==> src/rtl/viterbi_core_soft.sv <==
// Soft-decision rate-1/2 Viterbi decoder, register-exchange survivors.
// Ports: rx_* soft symbol stream in, dec_* decoded bit stream out, best_metric.
module viterbi_core_soft #(
  parameter int K      = 4,
  parameter int G0_OCT = 'o17,
  parameter int G1_OCT = 'o13,
  parameter int Wq     = 3,
  parameter int Wm     = 8,
  parameter int D      = 24,
  parameter int P      = 1
) (
  input  logic            clk,
  input  logic            rst_n,
  input  logic            rx_valid,
  output logic            rx_ready,
  input  logic [2*Wq-1:0] rx_soft,
  input  logic            rx_last,
  input  logic            force_state0,
  output logic            dec_valid,
  input  logic            dec_ready,
  output logic            dec_bit,
  output logic            dec_last,
  output logic [Wm-1:0]   best_metric
);
  localparam int M  = K - 1;
  localparam int S  = 1 << M;
  localparam int NC = S / P;
  localparam int IW = (NC > 1) ? $clog2(NC) : 1;
  localparam int PW = $clog2(D + 1);
  localparam logic [K-1:0] G0 = G0_OCT[K-1:0];
  localparam logic [K-1:0] G1 = G1_OCT[K-1:0];
  localparam logic [Wq:0] QV = (Wq+1)'((1 << Wq) - 1);
  localparam logic [Wm-1:0] PINIT = {1'b1, {(Wm-1){1'b0}}};
  localparam logic [IW-1:0] LAST_IDX = IW'(NC - 1);
  localparam logic [PW-1:0] DP  = PW'(D);
  localparam logic [PW-1:0] DM1 = PW'(D - 1);
  localparam logic [PW-1:0] ONE = PW'(1);

  typedef enum logic [1:0] {IDLE, SWEEP, EMIT, DRAIN} state_t;
  state_t state, state_n;

  logic [IW-1:0]   idx;
  logic            cur;
  logic            init;
  logic [PW-1:0]   pending;
  logic [PW-1:0]   pend_inc;
  logic [2*Wq-1:0] sym;
  logic            last_c;
  logic            f0_c;
  logic [Wm-1:0]   min_prev;
  logic [Wm-1:0]   mp;
  logic [Wm-1:0]   run_min;
  logic [M-1:0]    run_idx;
  logic [M-1:0]    best;

  logic [Wm-1:0] pm   [2][S];
  logic [D-1:0]  hist [2][S];

  logic [M-1:0]  st  [P];
  logic [Wm-1:0] npm [P];
  logic [D-1:0]  nh  [P];
  logic [Wm-1:0] cmin;
  logic [M-1:0]  cidx;
  logic [M-1:0]  dsel;
  logic [PW-1:0] bidx;

  function automatic logic [Wq:0] bmet(
    input logic [K-1:0]    w,
    input logic [2*Wq-1:0] r
  );
    logic [Wq:0] a;
    logic [Wq:0] c;
    a = {1'b0, r[Wq-1:0]};
    c = {1'b0, r[2*Wq-1:Wq]};
    if (^(w & G0)) a = QV - a;
    if (^(w & G1)) c = QV - c;
    return a + c;
  endfunction

  function automatic logic [Wm-1:0] sat_add(
    input logic [Wm-1:0] a,
    input logic [Wq:0]   b
  );
    logic [Wm:0] s;
    s = {1'b0, a} + {{(Wm-Wq){1'b0}}, b};
    return s[Wm] ? '1 : s[Wm-1:0];
  endfunction

  // First sweep of a frame sees pm[0]=0 and every other state far away.
  assign mp = init ? '0 : min_prev;

  for (genvar u = 0; u < P; u++) begin : g_acs
    logic [M-1:0]  j;
    logic [M-1:0]  p0;
    logic [M-1:0]  p1;
    logic [Wm-1:0] pv0;
    logic [Wm-1:0] pv1;
    logic [Wm-1:0] c0;
    logic [Wm-1:0] c1;
    logic          take1;
    assign j   = M'(int'(idx) * P + u);
    assign p0  = j >> 1;
    assign p1  = p0 | M'(1 << (M - 1));
    assign pv0 = init ? ((p0 == '0) ? '0 : PINIT) : pm[cur][p0];
    assign pv1 = init ? PINIT : pm[cur][p1];
    assign c0  = sat_add(pv0 - mp, bmet({p0, j[0]}, sym));
    assign c1  = sat_add(pv1 - mp, bmet({p1, j[0]}, sym));
    assign take1  = c1 < c0;
    assign st[u]  = j;
    assign npm[u] = take1 ? c1 : c0;
    assign nh[u]  = {hist[cur][take1 ? p1 : p0][D-2:0], j[0]};
  end

  // Running minimum across sweep cycles; strict compare keeps lowest index.
  always_comb begin
    cmin = (idx == '0) ? npm[0] : run_min;
    cidx = (idx == '0) ? st[0] : run_idx;
    for (int u = 0; u < P; u++) begin
      if (npm[u] < cmin) begin
        cmin = npm[u];
        cidx = st[u];
      end
    end
  end

  assign pend_inc = (pending == DP) ? DP : pending + ONE;

  always_comb begin
    state_n = state;
    unique case (state)
      IDLE:  if (rx_valid) state_n = SWEEP;
      SWEEP: begin
        if (idx == LAST_IDX) begin
          if (last_c)               state_n = DRAIN;
          else if (pend_inc == DP)  state_n = EMIT;
          else                      state_n = IDLE;
        end
      end
      EMIT:  if (dec_ready) state_n = IDLE;
      DRAIN: if (dec_ready && pending == ONE) state_n = IDLE;
      default: state_n = IDLE;
    endcase
  end

  assign rx_ready  = state == IDLE;
  assign dec_valid = (state == EMIT) || (state == DRAIN);
  assign dsel      = (state == DRAIN && f0_c) ? '0 : best;
  assign bidx      = (state == EMIT) ? DM1 : pending - ONE;
  assign dec_bit   = dec_valid & hist[cur][dsel][bidx];
  assign dec_last  = (state == DRAIN) && (pending == ONE);

  always_ff @(posedge clk or negedge rst_n) begin
    if (!rst_n) begin
      state       <= IDLE;
      idx         <= '0;
      cur         <= 1'b0;
      init        <= 1'b1;
      pending     <= '0;
      sym         <= '0;
      last_c      <= 1'b0;
      f0_c        <= 1'b0;
      min_prev    <= '0;
      run_min     <= '0;
      run_idx     <= '0;
      best        <= '0;
      best_metric <= '0;
    end else begin
      state <= state_n;
      unique case (state)
        IDLE: begin
          if (rx_valid) begin
            sym    <= rx_soft;
            last_c <= rx_last;
            f0_c   <= force_state0;
            idx    <= '0;
          end
        end
        SWEEP: begin
          run_min <= cmin;
          run_idx <= cidx;
          idx     <= idx + 1'b1;
          if (idx == LAST_IDX) begin
            cur         <= ~cur;
            init        <= 1'b0;
            min_prev    <= cmin;
            best        <= cidx;
            best_metric <= cmin;
            pending     <= pend_inc;
          end
        end
        EMIT: if (dec_ready) pending <= DM1;
        DRAIN: begin
          if (dec_ready) begin
            pending <= pending - ONE;
            if (pending == ONE) init <= 1'b1;
          end
        end
        default: ;
      endcase
    end
  end

  always_ff @(posedge clk) begin
    if (state == SWEEP) begin
      for (int u = 0; u < P; u++) begin
        pm[~cur][st[u]]   <= npm[u];
        hist[~cur][st[u]] <= nh[u];
      end
    end
  end
endmodule
==> config.mk <==
export PLATFORM = sky130hd
export DESIGN_NAME = viterbi_core_soft
export DESIGN_NICKNAME = d
export VERILOG_FILES = /design/src/rtl/viterbi_core_soft.sv
export SDC_FILE = /design/constraint.sdc
export NUM_CORES = 1
export LEC_CHECK = 0
export ABC_AREA = 1
export CORE_ASPECT_RATIO = 1.4
export CORE_MARGIN = 2
export CORE_UTILIZATION = 30
export CTS_CLUSTER_SIZE = 20
export DETAILED_ROUTE_END_ITERATION = 8
export GPL_ROUTABILITY_DRIVEN = 0
export HOLD_SLACK_MARGIN = 0.15
export SLEW_MARGIN = 20
export SYNTH_ARGS = -nofsm -noshare
export SYNTH_HDL_FRONTEND = slang
export SYNTH_SLANG_ARGS = --single-unit
==> constraint.sdc <==
create_clock -name clk -period 8.2 [get_ports clk]
set_input_delay 2.05 -clock clk [delete_from_list [all_inputs] [get_ports clk]]
set_output_delay 2.05 -clock clk [all_outputs]
set_load 0.03 [all_outputs]
Word level (Yosys, flattened, before mapping) --
Memory sizes are Yosys's and may differ from the RTL's. Index checks and enable logic that the tools add are counted.
Cells by class: bitwise logic cells 7, $add $sub $neg 11, equal/unequal tests 13, $lt $le $gt $ge 9, reduce and logical (&&, ||, !) cells 21, muxes and demuxes 57
Operator list (number):
- $mux 192 | 1
- $bmux 24 s3 | 2
- $mux 8 | 14
- $demux 24 s3 | 1
- $mux 24 | 3
- $mux 64 | 1
- $bmux 8 s3 | 2
- $mux 23 | 2
- $mux 5 | 5
- $demux 8 s3 | 1
- $ge 4x4->1 const B | 5
- $add 8x4->9 | 2
- $lt 8x8->1 | 2
- $mux 4 | 4
- $not 3->4 | 4
- $reduce_xor 4->1 | 4
- $sub 8x8->8 | 2
- $mux 3 | 5
- $pmux 5 s3 | 1
- $mux 2 | 6
- $reduce_and 4->1 | 3
- $eq 5x5->1 const B | 2
- $ne 2x2->1 const B | 5
- $add 4x4->4 | 2
- 26 further kinds | 39
Storage, ports and cells: bits in writable memories 512, logic and storage cells 132, output and inout bits 12, register bits after elaboration 42, memories kept 2
Memories:
- hist | words 2, width 192, rd ports 1, clocked after memory_dff 0, write ports 1, RTL line 57 | logic [D-1:0] hist [2][S];
- pm | words 2, width 64, rd ports 1, clocked after memory_dff 0, write ports 1, RTL line 56 | logic [Wm-1:0] pm [2][S];

Depth between registers and ports, before layout --
Gate-level depths: netlist (run 1).
depth after elaboration 14, gate-level depth with buffers 51, gate-level depth less buffers 45

Worst setup path after synthesis (run 1) --
Ideal clock, no wire load.
path type register -> register, start point register cur, end point register min_prev[2], slack 922 ps, arrival 7161 ps, required time 8082 ps, cell stages (with the launch flop) 43, period minus slack after synthesis 7278 ps, cell sequence dfrtp_1 > buf_4 > clkbuf_1 > clkbuf_1 > clkbuf_1 > clkbuf_1 > clkbuf_1 > nor2_1 > nor2_1 > o21ai_0 > a41oi_1 > ha_1 > nand2_1 > nand2_1 > o21bai_1 > xnor2_1 > inv_1 > ha_1 > (+7 left out) > ha_1 > a21o_1 > nand3_1 > nand2_1 > inv_2 > nand2_2 > o21ai_0 > inv_1 > nand2_1 > o21ai_0 > ha_1 > nand2_1 > nor2_1 > a211oi_1 > buf_2 > nand3_1 > nand3_1 > nand2_1
RTL lines:
- from (decl) | RTL line 43 | logic cur;
- from (signal assigned) | RTL line 183 | cur <= ~cur;
- to (signal assigned) | RTL line 185 | min_prev <= cmin;
- to (decl) | RTL line 50 | logic [Wm-1:0] min_prev;

Final worst setup path (run 1) --
start point register state[1], end point output port dec_bit
Between the ends: word-level cells in the longest chain between the ends 10
RTL lines:
- from (decl) | RTL line 40 | state_t state, state_n;
- from (signal assigned) | RTL line 168 | state <= state_n;
- $eq 2x2->1 | RTL line 146, 147
- $logic_and 1x1->1 | RTL line 147 | assign dsel = (state == DRAIN && f0_c) ? '0 : best;
- $mux 3 | RTL line 147
- $not 3->4 (not written as such) | RTL line 149 | assign dec_bit = dec_valid & hist[cur][dsel][bidx];
- $bmux 24 s3 | RTL line 149
- $mux 24 (not written as such) (2 in series) | RTL line 149
- $bmux 1 s5 | RTL line 149
- $mux 1 (not written as such) | RTL line 149
- $and 1x1->1 (*) | RTL line 149
- to (decl) | RTL line 21 | output logic dec_bit,
Every way passes the cells marked *; elsewhere a longest branch is shown, timed or not. The select of a mux whose other input is x is not followed.

==> out/qor.txt, run 1 <==
Relative slew slack = 0.3123
Clock Root Buffer = clkbuf_16
Critical Path RT = 6150 ps
Minimum clock period = 7614 ps
Depth of the CTS H-tree = 2
GR Overflow Total = 0
Fraction of registers with async set/reset = 0.07581
Core ar. = 85970 um2
Syn Area/Cell = 10.12 um2
Synthesized Nets = 2640
Slew @ Worst Pin = 1032 ps
Number of antenna violations at the first check in global routing = 0
Synth cell types = 48
CP dominant cell by count = nand2_1
Die ar. = 89320 um2
Mapped Cells = 2577
DRT Pass-1 Iters = 6
Min-delay worst type = reg -> reg
Finish-stage setup viols = 0
Endpoint class of the critical path = output pin
HPWL after DPL = 44.50 mm
Leading cell type in the layout, fill and taps excluded = nand2_1
Clock sink count = 554
Top_reg_cell synth = edfxtp_1
Max Slew Vio Count = 0
RSZ-0062 raised after global routing = no
Max Clock Freq = 131.3 MHz
Drt total wl = 75.54 mm
Vias in the first global route = 18610
# nets final = 2660
Routed Antenna Nets = 0
Critical path, cell by cell = nand2_1 -> inv_1 -> nand2_1 -> nand2_4 -> inv_2 -> buf_4 -> nand2_1 -> a32o_1 -> o221ai_1 -> o21ai_0 -> nand2_1 -> nand3_1 -> o211ai_1 -> a21oi_1 -> a211oi_1 -> clkdlybuf4s50_1
Share of the yosys chip area belonging to registers = 0.6300
DRT iter0 DRCs = 1838
Startpoint Class = flip-flop
Worst Skew = 27.69 ps
Initial Util = 0.3033
Die H = 352.8 um
Largest fanout on the critical path = 40
Syn-to-layout area delta = 14.35%
Crit path kind = reg -> out
Global-route wire length before repair = 112.8 mm
Placed Area = 27900 um2
Clk_lat worst skew = 620 ps
# rows = 127
Synth Warn # = 0
Fillers = 8465
Commonest cells after routing, fill and taps aside = 930 x nand2_1, 512 x edfxtp_1, 154 x nor2_1, 135 x a21oi_1, 121 x o21ai_0
Final cycle utilization of the critical path = 0.9285
Arrival time at the worst endpoint = 5560 ps
Setup TNS = 0 ps
WP buf/inv = 4
Die W = 253.2 um
Port Buf Inserts = 23
Synthesized flop and latch total = 554
Synth Cell Area = 26070 um2
Clock transition at path regs = 60 ps
Non-Filler Cell Area, Final = 29810 um2
GRT Total Usage = 0.1660
Share of cells above drive strength 1 = 0.08702
# diodes = 0
CP top delay family = buffers and inverters
Number of synthesized flops with an enable pin = 512
Longest Clk Path Bufs = 3
Status = complete, no violations
CTS tree = done
Num CTS Buffers = 57
# Max-Cap Violations = 0
Worst stage delay on the critical path = 790 ps
Vias per cell = 5.085
Final Hold Fails = 0
Slowest-stage cell, CP = clkdlybuf4s50_1
Via count = 19340
Residual DRC = 0
# IOs = 24
Largest net degree at the start of global routing = 142
Wire per inst = 19.86 um
==> routing by layer <==
layer | GRT usage | part of all wire
met1 | 0.2023 | 0.39
met2 | 0.2868 | 0.49
met3 | 0.02418 | 0.066
met4 | 0.07941 | 0.051
met5 | 0 | 0
==> cell usage after synthesis, types with 16 or more instances <==
| library cell | instances | share of area |
|---|---|---|
| a21oi_1 | 135 | 0.026 |
| nor2_1 | 155 | 0.022 |
| nand3_1 | 93 | 0.018 |
| ha_1 | 45 | 0.022 |
| o21ai_0 | 122 | 0.023 |
| a221oi_1 | 44 | 0.015 |
| a211oi_1 | 23 | 0.0066 |
| inv_1 | 116 | 0.017 |
| nand2_1 | 932 | 0.13 |
| clkbuf_1 | 104 | 0.015 |
| nor3_1 | 22 | 0.0042 |
| xnor2_1 | 20 | 0.0067 |
| a31oi_1 | 34 | 0.0082 |
| dfrtp_1 | 41 | 0.039 |
| edfxtp_1 | 512 | 0.59 |
| o211ai_1 | 16 | 0.0046 |
==> stage by stage <==
stage          hold slack, ps  utilization  setup WS (ps)  cells
2_1_floorplan           443.9            -          921.5   2577
3_3_place_gp            465.6       0.3243          495.0   3699
3_5_place_dp            468.8       0.3245          421.5   3699
4_1_cts                 482.4       0.3461          383.1   3804
5_1_grt                 505.6       0.3468          150.9   3804
6_report                480.0       0.3468          586.2   3804
==> registers in the layout, summed over array words and instances (netlist names) <==
name      count
cur           1
best          3
pm          128
run_idx       3
sym           6
run_min       8
hist        384
last_c        1
idx           3
f0_c          1
min_prev      8
state         2
pending       5
init          1
==> tightest hold or removal path, stage by stage (launching register included) <==
cell,delay (ps)
dfrtp_1,340
nand2_1,50
nand2_1,60
==> layout make-up <==
class                   count  area, um2  share of cell area
well taps                1161       1453             0.04872
flip-flops and latches    554      16430              0.5511
clock buffers              67       1485             0.04981
repair buffers             98      803.3             0.02694
inverters                 126      480.5             0.01611
multi-input cells        1760       8792              0.2949
clock inverters            38      370.4             0.01242
==> what timing repair did <==
item | in CTS | in global routing
hold buffers | 0 | 0
resized for setup | 0 | 2
buffers inserted | 0 | 0
endpoints found under the setup margin | 0 | 22
==> cell families (layout without fill, tap and decap cells) <==
| kind of cell | after synthesis | count (layout) | share of synthesized area |
|---|---|---|---|
| muxes | 16 | 16 | 0.006526 |
| AOI/OAI and AO/OA | 432 | 432 | 0.1011 |
| DFF | 554 | 554 | 0.6300 |
| xor gates and xnor gates | 28 | 28 | 0.009406 |
| adders and majority gates | 51 | 51 | 0.02620 |
| buffers and inverters | 263 | 329 | 0.03964 |
| and+or+nand+nor | 1233 | 1233 | 0.1871 |
==> worst paths after layout <==
check,endpoint,slack (ps),depth (start not counted),start
min in group asynchronous,sym[2],1460,1,rst_n
max reg2reg,run_idx[1],780,35,idx[1]
max in group asynchronous,cur,6280,1,rst_n
min reg2reg,run_idx[1],480,2,run_idx[1]
max,dec_bit,590,16,state[1]
min,run_idx[1],480,2,run_idx[1]
Power of run 1 is left out: the tool's default activity adds up to more than one toggle a clock period on the data nets, which glitch-free logic cannot reach.
==> inputs of run 2 (changes only) <==
Settings changed: TNS_END_PERCENT from default to 10.
==> results of run 2 <==
The final DEF is identical to that of run 1; final timing and power are the same.
Power of run 2 is left out for the same reason.
==> inputs of run 3 (changes only) <==
Settings changed: MAX_ROUTING_LAYER from default to met4.
Clock period 8.2 ns to 7.5 ns, I/O delays scaled along.
==> run 3 against run 2 <==
  * Sequential cell count did not move
  * Final cell count rose by 0.32%
  * Hold slack barely moved
  * Die area did not move
  * Wire length fell by 1.9%
  * Non-clock buffer count rose by 14
  * Cell area rose by 0.16%
==> out/qor.txt, run 3 (synthesis results as in run 1) <==
Status = complete, no violations
R2R setup slack = 550 ps (-230 ps)
Via count = 19240 (-0.56%)
CTS Hold Bufs = 0 (unchanged)
Commonest cells after routing, fill and taps aside = 930 x nand2_1, 512 x edfxtp_1, 153 x nor2_1, 135 x a21oi_1, 120 x o21ai_0
Endpoint class of the critical path = output pin
Global-route wire length before repair = 110.9 mm (-1.7%)
Die H = 352.8 um (unchanged)
Clock Root Buffer = clkbuf_16
# Max-Cap Violations = 0 (unchanged)
R2R cell count = 37 (+5.7%)
Worst hold path cell count = 2 (unchanged)
Max Slew Vio Count = 0 (unchanged)
Leading cell type in the layout, fill and taps excluded = nand2_1
Final cycle utilization of the critical path = 0.9473
Setup TNS = 0 ps (unchanged)
DRT iter0 DRCs = 1604 (-13%)
Dpl ws = 359.8 ps (-61.70 ps)
Fin worst setup slack = 395.3 ps (-190.9 ps)
Core ar. = 85970 um2 (unchanged)
Residual DRC = 0 (unchanged)
Die W = 253.2 um (unchanged)
Placed Area = 28010 um2 (+0.39%)
# nets final = 2672 (+0.45%)
Largest net degree at the start of global routing = 169 (+19%)
Clock transition at path regs = 60 ps (about the same)
Slew @ Worst Pin = 1018 ps (-13.34 ps)
Relative slew slack = 0.3212 (+0.008890)
DRT Pass-1 Iters = 6 (unchanged)
Arrival time at the worst endpoint = 5230 ps (-330 ps)
Clk_lat worst skew = 620 ps (about the same)
Minimum clock period = 7105 ps
Finish-stage setup viols = 0 (unchanged)
Min-delay worst type = reg -> reg
Reg-to-Reg Start = cur
Die ar. = 89320 um2 (unchanged)
Number of antenna violations at the first check in global routing = 0 (unchanged)
Num CTS Buffers = 55 (-3.5%)
Largest fanout on the critical path = 90 (+130%)
HPWL after DPL = 43.56 mm (-2.1%)
Share of cells above drive strength 1 = 0.09040 (+0.003373)
GRT Total Usage = 0.1675 (+0.001522)
# diodes = 0 (unchanged)
Syn-to-layout area delta = 14.53%
Non-Filler Cell Area, Final = 29860 um2 (+0.16%)
RSZ-0062 raised after global routing = no
Worst Skew = 25.55 ps (-2.140 ps)
Reg2reg end = best[0]
Routed Antenna Nets = 0 (unchanged)
Clock sink count = 554 (unchanged)
Drt total wl = 74.13 mm (-1.9%)
Longest Clk Path Bufs = 3 (unchanged)
Max reg flops = 384 (unchanged)
Initial Util = 0.3033 (unchanged)
Hold endpoint = run_min[1]
CTS tree = done
Port Buf Inserts = 23 (unchanged)
Startpoint Class = flip-flop
Wire per inst = 19.43 um (-2.2%)
# IOs = 24 (unchanged)
Vias per cell = 5.041 (-0.87%)
GR Overflow Total = 0 (unchanged)
Depth of the CTS H-tree = 2 (unchanged)
Final Hold Fails = 0 (unchanged)
Max Clock Freq = 140.8 MHz
Crit path kind = reg -> out
Vias in the first global route = 18440 (-0.87%)
# rows = 127 (unchanged)
Hold Startpoint = run_min[1]
Fillers = 8515 (+0.59%)
Critical Path RT = 5620 ps (-530 ps)
run 3: area by class of cell:
class,instances,area [um2],share of cell area
repair buffers,112,965.9,0.03235
multi-input cells,1760,8785,0.2942
flip-flops and latches,554,16430,0.5503
well taps,1161,1453,0.04864
inverters,126,484.2,0.01621
clock buffers,68,1446,0.04844
clock inverters,35,295.3,0.009888
run 3: worst max-delay path, cell delays in order, from the launching register on:
cell	delay, ps
dfrtp_1	560
nand2_1	180
inv_1	180
nand2_1	160
nand2_4	140
buf_4	790
nand2_1	100
o21ai_0	110
a211oi_1	140
o32ai_1	720
nor2_1	140
o311ai_0	530
a211oi_1	190
clkdlybuf4s50_1	640
run 3: routing by layer:
metal	wire, um	GRT usage	up-vias
li1	-	-	9026
met1	29680	0.2011	9383
met2	36790	0.2818	655
met3	4726	0.02624	172
met4	2932	0.06438	0
met5	0	-	-
run 3: worst max-delay path by stage:
stage                         from     endpoint  depth (start not counted)
after floorplan                cur  min_prev[2]                         42
final                     state[1]      dec_bit                         13
after global placement      idx[1]  min_prev[0]                         41
after detailed placement    idx[1]   run_idx[0]                         40
after CTS                   idx[1]      best[0]                         40
after global routing        idx[1]  min_prev[0]                         42
run 3: per-stage QoR:
| stage | cells | util | hold WS, ps |
|---|---|---|---|
| after global routing | 3816 | 0.3474 | 500.4 |
| after detailed placement | 3710 | 0.3258 | 465.3 |
| after global placement | 3710 | 0.3256 | 462.2 |
| final | 3816 | 0.3474 | 480.0 |
| after CTS | 3813 | 0.3460 | 483.8 |
| after floorplan | 2577 | - | 443.9 |
run 3: repair_timing:
| action | in CTS | in global routing |
|---|---|---|
| setup buffers | 0 | 2 |
| resized for setup | 0 | 11 |
| setup endpoints to repair | 0 | 22 |
| hold endpoints to repair | 0 | 0 |
Power of run 3 is left out for the same reason.
